==> config.mk <==
export PLATFORM = sky130hd
export DESIGN_NAME = ex_muldiv_unit
export DESIGN_NICKNAME = d
export VERILOG_FILES = /design/src/rtl/ex_muldiv_unit.sv
export SDC_FILE = /design/constraint.sdc
export NUM_CORES = 2
export LEC_CHECK = 0
export CAP_MARGIN = 20
export CORE_ASPECT_RATIO = 1.5
export CORE_MARGIN = 3
export CORE_UTILIZATION = 59
export DETAILED_ROUTE_END_ITERATION = 7
export DONT_BUFFER_PORTS = 1
export GPL_TIMING_DRIVEN = 0
export HOLD_SLACK_MARGIN = 0.06
export PLACE_DENSITY = 0.75
export SLEW_MARGIN = 20
export SYNTH_ARGS = -nofsm -noshare
export SYNTH_HDL_FRONTEND = slang
export SYNTH_SLANG_ARGS = --single-unit
==> constraint.sdc <==
create_clock -name clk -period 21 [get_ports clk]
set_input_delay 3.15 -clock clk [delete_from_list [all_inputs] [get_ports clk]]
set_output_delay 3.15 -clock clk [all_outputs]
set_load 0.005 [all_outputs]
==> src/rtl/ex_muldiv_unit.sv <==
// Multi-cycle MULT/MADD/MSUB/DIV engine for the EX stage; {HI,LO} result on result_o.
// Define MULDIV_DIV_EN to build the restoring divider; otherwise DIV/DIVU return 0.
module ex_muldiv_unit #(
  parameter int unsigned WIDTH = 32
) (
  input  logic               clk,
  input  logic               rst,
  input  logic               start_i,
  input  logic [2:0]         op_i,
  input  logic [WIDTH-1:0]   opdata1_i,
  input  logic [WIDTH-1:0]   opdata2_i,
  input  logic [2*WIDTH-1:0] hilo_i,
  input  logic               cancel_i,
  output logic [2*WIDTH-1:0] result_o,
  output logic               ready_o,
  output logic               busy_o,
  output logic               stallreq_o
);

  localparam int unsigned W2 = 2 * WIDTH;
  localparam logic [2:0] IDLE = 3'd0;
  localparam logic [2:0] MUL  = 3'd1;
  localparam logic [2:0] ACC  = 3'd2;
  localparam logic [2:0] DONE = 3'd4;
`ifdef MULDIV_DIV_EN
  localparam logic [2:0] DIV  = 3'd3;
  localparam int unsigned CW = $clog2(WIDTH);
  localparam logic [CW-1:0] CntLast = CW'(WIDTH - 1);
`endif

  logic [2:0]       state_q, state_d;
  logic [2:0]       op_q;
  logic [WIDTH-1:0] a_q, b_q;
  logic [W2-1:0]    hilo_q, prod_q, prod_d, result_q, result_d;
  logic             accept, op_signed, op_acc, in_op;
  logic             a_neg, b_neg;
  logic [WIDTH-1:0] a_mag, b_mag;
  logic [W2-1:0]    prod_mag, product;

  assign accept    = (state_q == IDLE) && start_i && !cancel_i;
  assign op_signed = ~op_q[0];
  assign op_acc    = op_q[2] ^ op_q[1];

  // Multiply on magnitudes; restore the sign afterwards.
  assign a_neg    = op_signed & a_q[WIDTH-1];
  assign b_neg    = op_signed & b_q[WIDTH-1];
  assign a_mag    = a_neg ? -a_q : a_q;
  assign b_mag    = b_neg ? -b_q : b_q;
  assign prod_mag = {{WIDTH{1'b0}}, a_mag} * {{WIDTH{1'b0}}, b_mag};
  assign product  = (a_neg ^ b_neg) ? -prod_mag : prod_mag;

`ifdef MULDIV_DIV_EN
  logic [WIDTH-1:0] rem_q, quo_q, dvs_q, rem_fix, quo_fix;
  logic [CW-1:0]    cnt_q;
  logic             fix_q, qneg_q, rneg_q;
  logic             dvd_neg, dvs_neg;
  logic [WIDTH:0]   rem_sh, diff;

  assign dvd_neg = ~op_i[0] & opdata1_i[WIDTH-1];
  assign dvs_neg = ~op_i[0] & opdata2_i[WIDTH-1];
  assign rem_sh  = {rem_q, quo_q[WIDTH-1]};
  assign diff    = rem_sh - {1'b0, dvs_q};
  assign rem_fix = rneg_q ? -rem_q : rem_q;
  assign quo_fix = qneg_q ? -quo_q : quo_q;

  // After the last step one extra cycle applies the sign fix-up.
  always_ff @(posedge clk or negedge rst) begin
    if (!rst) begin
      rem_q  <= '0;
      quo_q  <= '0;
      dvs_q  <= '0;
      cnt_q  <= '0;
      fix_q  <= 1'b0;
      qneg_q <= 1'b0;
      rneg_q <= 1'b0;
    end else if (accept && (op_i[2:1] == 2'b11)) begin
      rem_q  <= '0;
      quo_q  <= dvd_neg ? -opdata1_i : opdata1_i;
      dvs_q  <= dvs_neg ? -opdata2_i : opdata2_i;
      cnt_q  <= '0;
      fix_q  <= 1'b0;
      qneg_q <= dvd_neg ^ dvs_neg;
      rneg_q <= dvd_neg;
    end else if ((state_q == DIV) && !cancel_i && !fix_q) begin
      if (!diff[WIDTH]) begin
        rem_q <= diff[WIDTH-1:0];
        quo_q <= {quo_q[WIDTH-2:0], 1'b1};
      end else begin
        rem_q <= rem_sh[WIDTH-1:0];
        quo_q <= {quo_q[WIDTH-2:0], 1'b0};
      end
      cnt_q <= cnt_q + 1'b1;
      if (cnt_q == CntLast) fix_q <= 1'b1;
    end
  end

  assign in_op = (state_q == MUL) || (state_q == ACC) || (state_q == DIV);
`else
  assign in_op = (state_q == MUL) || (state_q == ACC);
`endif

  always_comb begin
    state_d  = state_q;
    prod_d   = prod_q;
    result_d = result_q;
    case (state_q)
      IDLE: begin
        if (accept) begin
          if (op_i[2:1] == 2'b11) begin
`ifdef MULDIV_DIV_EN
            if (opdata2_i == '0) begin
              state_d  = DONE;
              result_d = {opdata1_i, {WIDTH{1'b1}}};
            end else begin
              state_d = DIV;
            end
`else
            state_d  = DONE;
            result_d = '0;
`endif
          end else begin
            state_d = MUL;
          end
        end
      end
      MUL: begin
        if (cancel_i) begin
          state_d = IDLE;
        end else if (op_acc) begin
          prod_d  = product;
          state_d = ACC;
        end else begin
          result_d = product;
          state_d  = DONE;
        end
      end
      ACC: begin
        if (cancel_i) begin
          state_d = IDLE;
        end else begin
          result_d = op_q[2] ? (hilo_q - prod_q) : (hilo_q + prod_q);
          state_d  = DONE;
        end
      end
`ifdef MULDIV_DIV_EN
      DIV: begin
        if (cancel_i) begin
          state_d = IDLE;
        end else if (fix_q) begin
          result_d = {rem_fix, quo_fix};
          state_d  = DONE;
        end
      end
`endif
      default: state_d = IDLE;
    endcase
  end

  always_ff @(posedge clk or negedge rst) begin
    if (!rst) begin
      state_q  <= IDLE;
      op_q     <= '0;
      a_q      <= '0;
      b_q      <= '0;
      hilo_q   <= '0;
      prod_q   <= '0;
      result_q <= '0;
    end else begin
      state_q  <= state_d;
      prod_q   <= prod_d;
      result_q <= result_d;
      if (accept) begin
        op_q   <= op_i;
        a_q    <= opdata1_i;
        b_q    <= opdata2_i;
        hilo_q <= hilo_i;
      end
    end
  end

  assign result_o   = result_q;
  assign ready_o    = (state_q == DONE);
  assign busy_o     = (state_q != IDLE);
  assign stallreq_o = rst && (accept || in_op);

endmodule

After elaboration in Yosys (flattened, before gate mapping)
Cells that the tools add are included.
{"block": "totals", "register_bits": 262, "output_inout_bits": 67, "word_cells": 55, "input_bits": 135}
{"block": "classes", "n_mux": 16, "n_bitwise": 6, "n_reduce_logical": 11, "eq_ne": 9, "add_sub_neg": 5, "multipliers": 1}
{"cell": "64-bit two-way mux", "count": 7}
{"cell": "64-bit case mux with 3 select lines", "count": 1}
{"cell": "64-bit adder", "count": 1}
{"cell": "32-bit by 32-bit multiplier with 64-bit output", "count": 1}
{"cell": "32-bit two-way mux", "count": 2}
{"cell": "32-bit negation", "count": 2}
{"cell": "64-bit negation", "count": 1}
{"cell": "64-bit subtractor", "count": 1}
{"cell": "3-bit two-way mux", "count": 5}
{"cell": "3-bit case mux with 3 select lines", "count": 1}
{"cell": "2-bit inequality test, second input constant", "count": 4}
{"cell": "6-bit AND reduction", "count": 1}
{"cell": "3-bit nonzero test", "count": 2}
{"cell": "3-bit by 1-bit == test with 1-bit output, second input constant", "count": 1}
{"cell": "3-bit by 2-bit == test with 1-bit output, second input constant", "count": 1}
{"cell": "3-bit == test, second input constant", "count": 1}
{"cell": "1-bit logical AND", "count": 3}
{"cell": "3-bit logical NOT", "count": 1}
{"cell": "3-bit AND reduction", "count": 1}
{"cell": "1-bit bitwise AND", "count": 2}
{"cell": "2-bit == test, second input constant", "count": 1}
{"cell": "1-bit logical OR", "count": 2}
{"cell": "2-bit by 1-bit inequality test with 1-bit output, second input constant", "count": 1}
{"cell": "1-bit NOT", "count": 2}
{"cell": "2 further kinds", "count": 3}

Logic depth before layout (Yosys ltp)
{"block": "logic_depth", "ltp_word": 9, "depth_mapped": 44, "depth_no_buf": 39}

Worst setup path after synthesis
OpenSTA, ideal clock, no wires.
{"block": "synth_path", "kind": "register -> register", "start": "register a_q[0]", "end": "register result_q[57], in the netlist result_o[57]", "t_required_ps": 20873, "path_buffers": 4, "arrival_time_ps": 11041, "synth_period_minus_slack_ps": 11168, "path_slack_ps": 9832, "setup_time_ps": 127, "stages_incl_launch_ff": 43, "path_cell_list": "dfrtp_1 > inv_1 > clkbuf_1 > ha_1 > nand2_1 > nor3_1 > nor3b_1 > and2_1 > nand3b_1 > o41ai_1 > a31oi_1 > xnor2_1 > clkbuf_1 > nand2_1 > fa_1 > inv_1 > fa_1 > fa_1 > [7 not listed] > fa_1 > inv_1 > ha_1 > clkbuf_1 > and4_1 > and2_1 > a32oi_1 > nand2_1 > o31ai_1 > mux2i_1 > o21bai_1 > nor4b_4 > and4_1 > clkbuf_1 > a41oi_1 > xnor2_1 > a221oi_1 > nor2_1"}
{"block": "synth_between", "elab_chain_len": 8}
{"item": "from (decl)", "line": "33", "text": "logic [WIDTH-1:0] a_q, b_q;"}
{"item": "from (signal assigned)", "line": "174", "text": "a_q <= opdata1_i;"}
{"item": "32-bit negation", "line": "47", "text": "assign a_mag = a_neg ? -a_q : a_q;"}
{"item": "32-bit two-way mux (*)", "line": "47"}
{"item": "32-bit by 32-bit multiplier with 64-bit output (*)", "line": "49", "text": "assign prod_mag = {{WIDTH{1'b0}}, a_mag} * {{WIDTH{1'b0}}, b_mag};"}
{"item": "64-bit negation", "line": "50", "text": "assign product = (a_neg ^ b_neg) ? -prod_mag : prod_mag;"}
{"item": "64-bit two-way mux (*)", "line": "50"}
{"item": "64-bit two-way mux (*)", "line": "129", "text": "end else if (op_acc) begin"}
{"item": "64-bit two-way mux (*)", "line": "127", "text": "if (cancel_i) begin"}
{"item": "64-bit case mux with 3 select lines (*)", "line": "106", "text": "case (state_q)"}
{"item": "to (signal assigned)", "line": "171", "text": "result_q <= result_d;"}
{"item": "to (decl)", "line": "34", "text": "logic [W2-1:0] hilo_q, prod_q, prod_d, result_q, result_d;"}
Every way passes the cells marked *; elsewhere a longest branch is shown, timed or not. The select of a mux whose other input is x is not followed.
A chain may end at the register's enable or synchronous reset.

Final worst setup path
{"block": "layout_path", "start": "register a_q[0]", "end": "register result_q[61], in the netlist result_o[61]"}
The elaborated chain is that of the path after synthesis.

==> metrics.cfg <==
[detailed_routing]
totalWireLength_mm = 216
drtIter0Drc = 4331
drtAntennaViolNets = 0
drtPass1Iterations = 8
post-route-drc-count = 3
wl_per_cell_um = 30.6
route.vias.total = 44800
drt-vias-per-instance = 6.32

[timing]
fin_skew_ns = 0.0418
finalSetupViolations = 0
fin_crit_sh = 0.816
clock.fmax_ghz = 0.0583
maxSlewViolCount = 0
rsz0062_at_grt = false
timing.setup.tns_ns = 0
relSlewSlack = 0.0960
hold_viol = 0
min_period_ns = 17.15
worstMarginPinSlew_ns = 1.36
fin_ws_ns = 3.85

[worst_setup_path]
start_kind = register
path_class = register to register
worstPathArrival_ns = 17.67
cp.required_ns = 21.53
max_stage_delay_ns = 0.87
crit_fanout = 10
end_kind = register
cp_common_cell = fa_1
cp_slowest_cell = o41ai_2

[synthesis]
netlist.area_leader.share = 0.353
ys_seq_area_frac = 0.129
synthesis.nets = 7219
synth_cells = 5857
synth_edf_count = 0
synth-main-ff-cell = dfrtp_1
synth.area.top_cells = fa_1 (35%), dfrtp_1 (13%), ha_1 (8.1%), inv_1 (6.8%), nor2_1 (6.1%)
syn_area_um2 = 50900
async_reset_ff_frac = 1.00
yosysTopAreaCell = fa_1
synth-seq-cells = 262
avgSynthCellArea_um2 = 8.70
yosys_warnings = 0
ys_types = 105

[floorplan]
start_util = 0.597
core.rowCount = 131
io_pins = 202
core_area_um2 = 85400
die_x_um = 246
die_area_um2 = 90000
die_y_um = 366

[grt]
grt_pass1_vias = 46900
grtUsageTotal = 0.484
antenna_found_initial = 20
grt_overflow = 0
grt_pass1_wl_mm = 309
grt_max_degree = 264

[placed_design]
dp_hpwl_mm = 180
gp_congestion = 1.14
io_buffers = 0
place_ws_ns = 5.05

[clock_network]
cts.path.max_buffers = 3
path_clk_slew_ns = 0.07
ctsResizeCount = 0
h-tree-depth = 1
cts_tree = yes
cts_root_buffer = clkbuf_16
cts_buffers = 28
cts.sinks = 262
clock_latency_ns = 0.64
cts_hold_buf = 0
cts_setup_buffers = 0

[cells_and_area]
post-route-util = 0.634
final_cell_mix = inv_1 (919), fa_1 (897), nor2_1 (822)
nFillCells = 7487
layout-drive-gt1-share = 0.0566
syn_to_final_growth_pct = 6.24
fin_nets = 7275
final_common_cell = inv_1

[outcome]
violations = DRC
status = finished with violations

[flow_run]
cap_violations = 0

[min_path]
hold_path.class = register to register

-- critical path: cells and delay by family, from the launching register on --
kind                       cells  cell delay (ns)
buffers and inverters          8             2.44
AOI/OAI and AO/OA              8             2.76
and+or+nand+nor               13             4.80
xor gates and xnor gates       2             1.69
DFF                            1             0.59
adders and majority gates     10             4.73
-- flip-flops by register name, summed over array words and instances, names as in the netlist --
signal	flops
prod_q	64
a_q	32
result_o	64
op_q	3
hilo_q	64
state_q	3
b_q	32
-- final timing paths --
kind / from / end / slack [ns] / cells past startpoint
hold reg to reg: prod_q[63] / prod_q[63] / 0.51 / 2
max in group asynchronous: rst / b_q[7] / 18.44 / 0
setup reg to reg: a_q[0] / result_o[61] / 3.85 / 41
hold / removal: prod_q[63] / prod_q[63] / 0.51 / 2
min in group asynchronous: rst / hilo_q[16] / 2.23 / 0
setup / recovery: a_q[0] / result_o[61] / 3.85 / 41
-- Yosys cell counts (9+ instances only) --
cell	count
a211oi_1	16
a21boi_0	9
a21o_1	63
a21oi_1	237
a221oi_1	37
a31oi_1	41
and2_1	32
and3_1	21
and4_1	17
buf_2	10
clkbuf_1	262
dfrtp_1	262
fa_1	897
ha_1	330
inv_1	919
mux2_2	132
mux2i_1	9
nand2_1	754
nand2b_1	26
nand3_1	32
nand3b_1	10
nand4_1	36
nor2_1	822
nor2b_1	25
nor3_1	52
nor4_1	30
o211ai_1	16
o21a_1	39
o21ai_0	142
o21ai_1	9
o21bai_1	19
o221ai_1	20
o31ai_1	18
or3_1	24
xnor2_1	228
xor2_1	112
-- per-stage QoR --
stage               instances  instance area, um^2  hold slack (ns)
finish                   7081                54100            0.513
global route             7069                54100            0.533
CTS                      7059                54000            0.514
detailed placement       7008                52900            0.497
global placement         6987                52400            0.492
floorplan                5857                50900            0.467
-- layout make-up --
type | instances | area (um^2) | area share
well taps | 1130 | 1410 | 0.0261
inverters | 920 | 3450 | 0.0638
repair buffers | 26 | 305 | 0.00564
clock buffers | 38 | 840 | 0.0155
clock inverters | 13 | 208 | 0.00384
diodes | 17 | 42.5 | 0.000786
flip-flops and latches | 262 | 6560 | 0.121
multi-input cells | 4386 | 40100 | 0.741
plain buffers | 289 | 1170 | 0.0217
-- kinds of logic after synthesis --
logic type,after synthesis,share of synthesized area
buffers and inverters,1209,0.0907
muxes,141,0.0309
adders and majority gates,1227,0.434
and+or+nand+nor,1932,0.162
AOI/OAI and AO/OA,746,0.0955
xor gates and xnor gates,340,0.0585
DFF,262,0.129
-- layer usage --
metal  wire, um  up-vias  track usage
li1           -    18500            -
met1      64400    22000        0.482
met2      97500     2992        0.772
met3      22600     1279        0.130
met4      31900        2        0.528
met5         12        -      0.00222
Power is not shown: default switching activity piles up to over one toggle a cycle in this logic, so the estimate is an artifact.
